===== src/rtl/pc_fetch_unit.sv =====
// Instruction fetch and PC sequencing: fetches the word at PC over a req/ready
// handshake, presents it for one EXEC cycle, then advances PC or halts.
module pc_fetch_unit #(
    parameter logic [31:0] RESET_PC = 32'h0000_0000
) (
    input  logic        CLK,
    input  logic        Reset,
    input  logic        PCWre,
    input  logic [1:0]  PCSrc,
    input  logic [31:0] Imm,
    input  logic [25:0] JAddr,
    output logic        IMemReq,
    output logic [31:0] IMemAddr,
    input  logic        IMemReady,
    input  logic [31:0] IMemData,
    output logic [31:0] Instr,
    output logic [5:0]  OpCode,
    output logic        InstrValid,
    output logic [31:0] PC,
    output logic [31:0] PC4,
    output logic        Halted
);

    typedef enum logic [1:0] {
        ST_IDLE  = 2'b00,
        ST_FETCH = 2'b01,
        ST_EXEC  = 2'b10,
        ST_HALT  = 2'b11
    } state_t;

    localparam logic [31:0] PC_INIT = {RESET_PC[31:2], 2'b00};

    // Next-PC select; reserved PCSrc encoding falls through to sequential.
    function automatic logic [31:0] next_pc_f(
        input logic [31:0] pc4,
        input logic [1:0]  src,
        input logic [31:0] imm,
        input logic [25:0] jaddr
    );
        logic [31:0] res;
        case (src)
            2'b01:   res = pc4 + {imm[29:0], 2'b00};
            2'b10:   res = {pc4[31:28], jaddr, 2'b00};
            default: res = pc4;
        endcase
        return {res[31:2], 2'b00};
    endfunction

    state_t      state_r;
    state_t      state_next_s;
    logic [31:0] pc_r;
    logic [31:0] pc_next_s;
    logic [31:0] pc4_s;
    logic [31:0] instr_r;
    logic [31:0] instr_next_s;
    logic        imem_req_r;
    logic        instr_valid_r;
    logic        halted_r;

    assign pc4_s = pc_r + 32'd4;

    // Next-state, next-PC and instruction-register load decisions.
    always_comb begin
        state_next_s = state_r;
        pc_next_s    = pc_r;
        instr_next_s = instr_r;
        case (state_r)
            ST_IDLE: begin
                state_next_s = ST_FETCH;
            end
            ST_FETCH: begin
                if (IMemReady) begin
                    state_next_s = ST_EXEC;
                    instr_next_s = IMemData;
                end else begin
                    state_next_s = ST_FETCH;
                end
            end
            ST_EXEC: begin
                if (PCWre) begin
                    state_next_s = ST_FETCH;
                    pc_next_s    = next_pc_f(pc4_s, PCSrc, Imm, JAddr);
                end else begin
                    state_next_s = ST_HALT;
                end
            end
            ST_HALT: begin
                state_next_s = ST_HALT;
            end
            default: begin
                state_next_s = ST_IDLE;
            end
        endcase
    end

    // State, PC, instruction register and registered status outputs.
    always_ff @(posedge CLK or negedge Reset) begin
        if (!Reset) begin
            state_r       <= ST_IDLE;
            pc_r          <= PC_INIT;
            instr_r       <= 32'h0000_0000;
            imem_req_r    <= 1'b0;
            instr_valid_r <= 1'b0;
            halted_r      <= 1'b0;
        end else begin
            state_r       <= state_next_s;
            pc_r          <= pc_next_s;
            instr_r       <= instr_next_s;
            imem_req_r    <= (state_next_s == ST_FETCH);
            instr_valid_r <= (state_next_s == ST_EXEC);
            halted_r      <= (state_next_s == ST_HALT);
        end
    end

    assign IMemReq    = imem_req_r;
    assign IMemAddr   = pc_r;
    assign Instr      = instr_r;
    assign OpCode     = instr_r[31:26];
    assign InstrValid = instr_valid_r;
    assign PC         = pc_r;
    assign PC4        = pc4_s;
    assign Halted     = halted_r;

endmodule

===== config.mk =====
export PLATFORM = sky130hd
export DESIGN_NAME = pc_fetch_unit
export DESIGN_NICKNAME = d
export VERILOG_FILES = /design/src/rtl/pc_fetch_unit.sv
export SDC_FILE = /design/constraint.sdc
export NUM_CORES = 1
export LEC_CHECK = 0
export CELL_PAD_IN_SITES_DETAIL_PLACEMENT = 1
export CELL_PAD_IN_SITES_GLOBAL_PLACEMENT = 1
export CORE_MARGIN = 8
export CORE_UTILIZATION = 28
export DETAILED_ROUTE_END_ITERATION = 12
export PLACE_DENSITY_LB_ADDON = 0.05
export SETUP_SLACK_MARGIN = 0.02
export SLEW_MARGIN = 10
export SYNTH_ARGS = -nofsm -noshare
export SYNTH_HDL_FRONTEND = slang
export SYNTH_SLANG_ARGS = --single-unit

===== constraint.sdc =====
create_clock -name CLK -period 3.6 [get_ports CLK]
set_clock_uncertainty 0.15 [all_clocks]
set_input_delay 0.72 -clock CLK [delete_from_list [all_inputs] [get_ports CLK]]
set_output_delay 0.72 -clock CLK [all_outputs]
set_load 0.02 [all_outputs]

# [After elaboration in Yosys (flattened, before gate mapping)]
# Cells that the tools add are included.
[totals] reg_bits=67
[op_classes] n_mux=4 add_sub_neg=2 eq_ne=8 n_reduce_logical=3
[ops] operator="case mux 32 bit (2 select lines)" count=1
[ops] operator="adder 32 x 3 -> 32 bit (second input constant)" count=1
[ops] operator="adder 32 bit" count=1
[ops] operator="equality test 2 bit (second input constant)" count=5
[ops] operator="case mux 2 bit (4 select lines)" count=1
[ops] operator="equality test 2 x 1 -> 1 bit (second input constant)" count=3
[ops] operator="two-way mux 2 bit" count=2
[ops] operator="AND reduction 2 bit" count=2
[ops] operator="logical NOT 2 bit" count=1

# [Logic depth before layout (Yosys ltp)]
[logic_depth] depth_word=3 ltp_mapped=16 mapped_depth_nobuf=16

# [Worst setup path after synthesis]
# No wires, ideal clock.
[synth_timing] path_type="reg-to-reg" from="register pc_r[2] (netlist: IMemAddr[2])" to="register pc_r[23] (netlist: IMemAddr[23])" slack_ps=-509 n_path_buf=0 setup_ps=144 arrival_ps=3815 stages_incl_launch_ff=16 cell_sequence="dfrtp_1 -> ha_1 -> nand4_1 -> nor3_2 -> nand4_1 -> xnor2_1 -> ha_1 -> a21o_1 -> or3_1 -> a21oi_1 -> o21a_1 -> o31a_1 -> o21ai_1 -> xor2_1 -> a221oi_1 -> a311oi_1"
[synth_via] elab_chain_len=3
[synth_lines] item="from (decl)" line_no="51" text="logic [31:0] pc_r;"
[synth_lines] item="from (signal assigned)" line_no="107" text="pc_r <= pc_next_s;"
[synth_lines] item="adder 32 x 3 -> 32 bit" line_no="60" text="assign pc4_s = pc_r + 32'd4;"
[synth_lines] item="net PC4[14]" line_no="20" text="output logic [31:0] PC4,"
[synth_lines] item="adder 32 bit" line_no="42" text="2'b01: res = pc4 + {imm[29:0], 2'b00};"
[synth_lines] item="case mux 32 bit (2 select lines)" line_no="41" text="case (src)"
# The timed path passes the listed nets, and every way through them passes these cells.
# A chain may end at the register's enable or synchronous reset.

# [Final worst setup path]
[layout_timing] from="register pc_r[3] (netlist: IMemAddr[3])" to="register pc_r[19] (netlist: IMemAddr[19])"
[layout_via] elab_chain_len=3
[layout_lines] item="adder 32 x 3 -> 32 bit (*)" line_no="60"
[layout_lines] item="adder 32 bit" line_no="42"
[layout_lines] item="case mux 32 bit (2 select lines) (*)" line_no="41"
# Mark *: on every way between the ends. The rest lies on a longest branch, timed or not.

==> impl_metrics.json <==
{
  "run_status": "finished, violations left",
  "violations": "negative setup slack",
  "cp.arrival_ns": 3.87,
  "grt_setup_unrepaired": "true",
  "detail_route.drc_violations": 0,
  "min-delay-path-class": "in -> async",
  "power_leakage_nw": 4.389,
  "placed_area_mm2": 0.008916,
  "p_per_area_mw_per_mm2": 511.6,
  "setup_total_negative_slack_ns": -0.7498,
  "finish.net_count": 1154,
  "grt_start_max_net_pins": 35,
  "timing.critical_path.slowest_stage_cell": "sky130_fd_sc_hd__dfrtp_2",
  "final_design_area_no_fill_mm2": 0.009718,
  "finalMaxSlewViolations": 0,
  "final_layout_size_suffix_gt1_frac": 0.2690,
  "cp_cell_sequence": "ha_4 -> nand4_1 -> nor3_4 -> nand4_1 -> xnor2_2 -> ha_1 -> a21o_1 -> or3_4 -> a21oi_2 -> o21a_2 -> o31a_1 -> buf_4 -> xnor2_2 -> a221o_1 -> a22o_1",
  "cts_htree_levels": 3,
  "core_region_area_mm2": 0.01946,
  "io_buffer_count": 224,
  "area_delta_synth_final_pct": 75.60,
  "syn_inst": 696,
  "wl_met2_um": 12570,
  "post_cts_hold_buffer_count": 0,
  "place_ws_ns": -0.3955,
  "worstMarginPinSlew_ns": 0.8548,
  "finalSetupViolCount": 8,
  "route.vias.total": 6354,
  "final-hold-violation-count": 0,
  "worstSetupStartpointType": "flop",
  "yosys_register_bits": 67,
  "worstPathMaxFanout": 3,
  "maxCapViolations": 0,
  "yosysTopAreaCell": "sky130_fd_sc_hd__dfrtp_1",
  "first_iter_violations": 180,
  "synth_edf_count": 0,
  "highest_metal_used": "met4",
  "yosys_warnings": 0,
  "seq_area_frac_synth": 0.3030,
  "met3_wirelength_um": 1530,
  "number_of_buffers_created_by_cts": 9,
  "antenna-diode-count": 0,
  "maxClockFrequency_mhz": 263.9,
  "ys_dominant_reg_cell": "sky130_fd_sc_hd__dfrtp_1",
  "tritoncts": "built",
  "global_route.overflow_total": 0,
  "route.detailed.vias_per_inst": 4.922,
  "grt_pass1_wl_um": 38560,
  "r2r_setup_slack_ns": -0.19,
  "floorplan.initialDensity": 0.2843,
  "setup_slack_ns": -0.1889,
  "gp_routability_congestion": 0.8752,
  "clk_pin_slew_worst_paths_ns": 0.06,
  "die_height_um": 156.6,
  "fin_crit_sh": 1.052,
  "clock-sinks": 67,
  "worst_setup_path_end_kind": "flop",
  "portion_of_synthesized_cell_area_occupied_by_the_leading_cell_type": 0.3030,
  "post-route-min-period_ns": 3.789,
  "io-pin-count": 233,
  "cts_root_buffer": "sky130_fd_sc_hd__clkbuf_16",
  "route.antenna.remaining_nets": 0,
  "antenna_violations_before_repair": 0,
  "timing_worst_setup_path_type": "reg -> reg",
  "post_synth_num_cell_types": 57,
  "place.detailed.hpwl_um": 19840,
  "worst_skew_pair.late_latency_ns": 0.34,
  "cp_data_required_time_ns": 3.68,
  "routedWlPerCell_um": 19.38,
  "detail_route.wirelength.met1_um": 10430,
  "drt_pre_antenna_iters": 5,
  "num_rows": 51,
  "max-vdd-ir-drop_v": 0.0003002,
  "max_stage_delay_ns": 0.40,
  "drt_wl_total_um": 25030,
  "grt_usage": 0.2002,
  "synthesis.area_mm2": 0.005534,
  "clockBufferDepth": 2,
  "die_area_mm2": 0.02452,
  "fp.dieW_um": 156.6,
  "slew_headroom": 0.4301,
  "postSynthAreaPerCell_um2": 7.951,
  "via_count_of_the_first_global_routing_pass": 7024,
  "synth.top_cells.by_area": "sky130_fd_sc_hd__dfrtp_1 30%, sky130_fd_sc_hd__nand2_1 9.2%, sky130_fd_sc_hd__ha_1 8.1%, sky130_fd_sc_hd__buf_4 5.7%, sky130_fd_sc_hd__a21oi_1 4.5%",
  "synth-async-reset-ratio": 1.000
}
==> kinds of logic after synthesis <==
kind of cell | after synthesis | share of synthesized area
AND/OR/NAND/NOR | 258 | 0.2152
AO/OA/AOI/OAI | 184 | 0.2157
buffers and inverters | 95 | 0.09315
flip-flops | 67 | 0.3030
XOR/XNOR | 52 | 0.08365
adder cells (fa/ha/maj) | 37 | 0.08501
multiplexers | 2 | 0.003618
other | 1 | 0.0006776
==> worst max-delay path: cells and delay by family, from the launching register on <==
| family | cells | cell delay (ns) |
|---|---|---|
| AO/OA/AOI/OAI | 6 | 1.21 |
| AND/OR/NAND/NOR | 4 | 1.06 |
| flip-flops | 1 | 0.40 |
| XOR/XNOR | 2 | 0.25 |
| buffers and inverters | 1 | 0.15 |
| adder cells (fa/ha/maj) | 2 | 0.45 |
==> cells in the mapped netlist (all sizes together) (2+ instances only) <==
cell,n
inv,18
xor2,24
clkbuf,31
a21o,20
nand3,19
a211oi,5
nor4,5
a22o,3
a22oi,2
a21oi,50
a311oi,3
xnor2,28
nor2,46
buf,46
or2,4
a221o,5
a31oi,10
o21ai,37
o31ai,5
nor3,10
nand2,137
nor2b,4
nand4,11
nor3b,2
and4,2
and3,7
o22a,2
o21a,9
and2,3
dfrtp,67
nand2b,5
o21bai,3
or3,3
a221oi,15
mux2i,2
ha,36
o22ai,7
==> area by class of cell <==
| type | count | area, um2 |
|---|---|---|
| clock buffers | 9 | 225.2 |
| clock inverters | 7 | 83.83 |
| fillers | 2265 | 9744 |
| inverters | 18 | 67.56 |
| multi-input cells | 539 | 3890 |
| flip-flops and latches | 67 | 1688 |
| well taps | 265 | 331.6 |
| repair buffers | 386 | 3432 |
==> report_power, final <==
| group | internal, W | total, W | switching, W |
|---|---|---|---|
| clock | 0.000549 | 0.000929 | 0.000380 |
| sequential | 0.000907 | 0.00103 | 0.000120 |
| combinational | 0.00146 | 0.00302 | 0.00156 |
| total | 0.00292 | 0.00497 | 0.00206 |
==> routing by layer <==
layer,GRT usage,vias to the layer above
met3,0.05102,30
met1,0.2346,3102
li1,-,3038
met5,0,-
met2,0.3524,184
met4,0.05904,0
==> registers in the layout (all words and copies together) (netlist names) <==
name	cells
Halted	1
IMemAddr	30
IMemReq	1
Instr	32
InstrValid	1
state_r	2
==> metrics by stage <==
stage                     hold WS, ns  power (W)  utilization  std cells
after floorplan                0.2744   0.002502            -        701
after global placement         0.3061   0.003776       0.4581       1255
after detailed placement       0.3134   0.003842       0.4581       1255
after CTS                      0.2806   0.004909       0.4880       1284
after global routing           0.3103   0.005256       0.4993       1291
final                          0.2742   0.004972       0.4993       1291
==> placed cells by master, fill, tap and decap left out, types with 14 or more instances in the layout <==
cell type                           n
sky130_fd_sc_hd__a21oi_1           39
sky130_fd_sc_hd__xnor2_1           15
sky130_fd_sc_hd__xor2_1            14
sky130_fd_sc_hd__nand2_1          134
sky130_fd_sc_hd__o21ai_0           22
sky130_fd_sc_hd__inv_1             18
sky130_fd_sc_hd__clkdlybuf4s50_1  209
sky130_fd_sc_hd__nand3_1           17
sky130_fd_sc_hd__o21ai_1           14
sky130_fd_sc_hd__buf_4            163
sky130_fd_sc_hd__ha_1              31
sky130_fd_sc_hd__nor2_1            38
sky130_fd_sc_hd__dfrtp_1           58
sky130_fd_sc_hd__a21o_1            20
==> what timing repair did <==
item / CTS / global route
gates resized for setup: 62 / 41
endpoints found under the setup margin: 29 / 28
setup buffers: 13 / 7
pin swaps: 32 / 17
==> path summary, 6_finish.rpt <==
kind	startpoint	end	cells after the start
min in group CLK	Instr[4]	Instr[4]	2
max in group asynchronous	Reset	IMemAddr[8]	2
worst min register to register	Instr[4]	Instr[4]	2
worst min-delay path	Reset	Instr[7]	2
worst max-delay path	IMemAddr[3]	IMemAddr[19]	15
worst max register to register	IMemAddr[3]	IMemAddr[19]	15
Power figures use the tool's default switching activity.
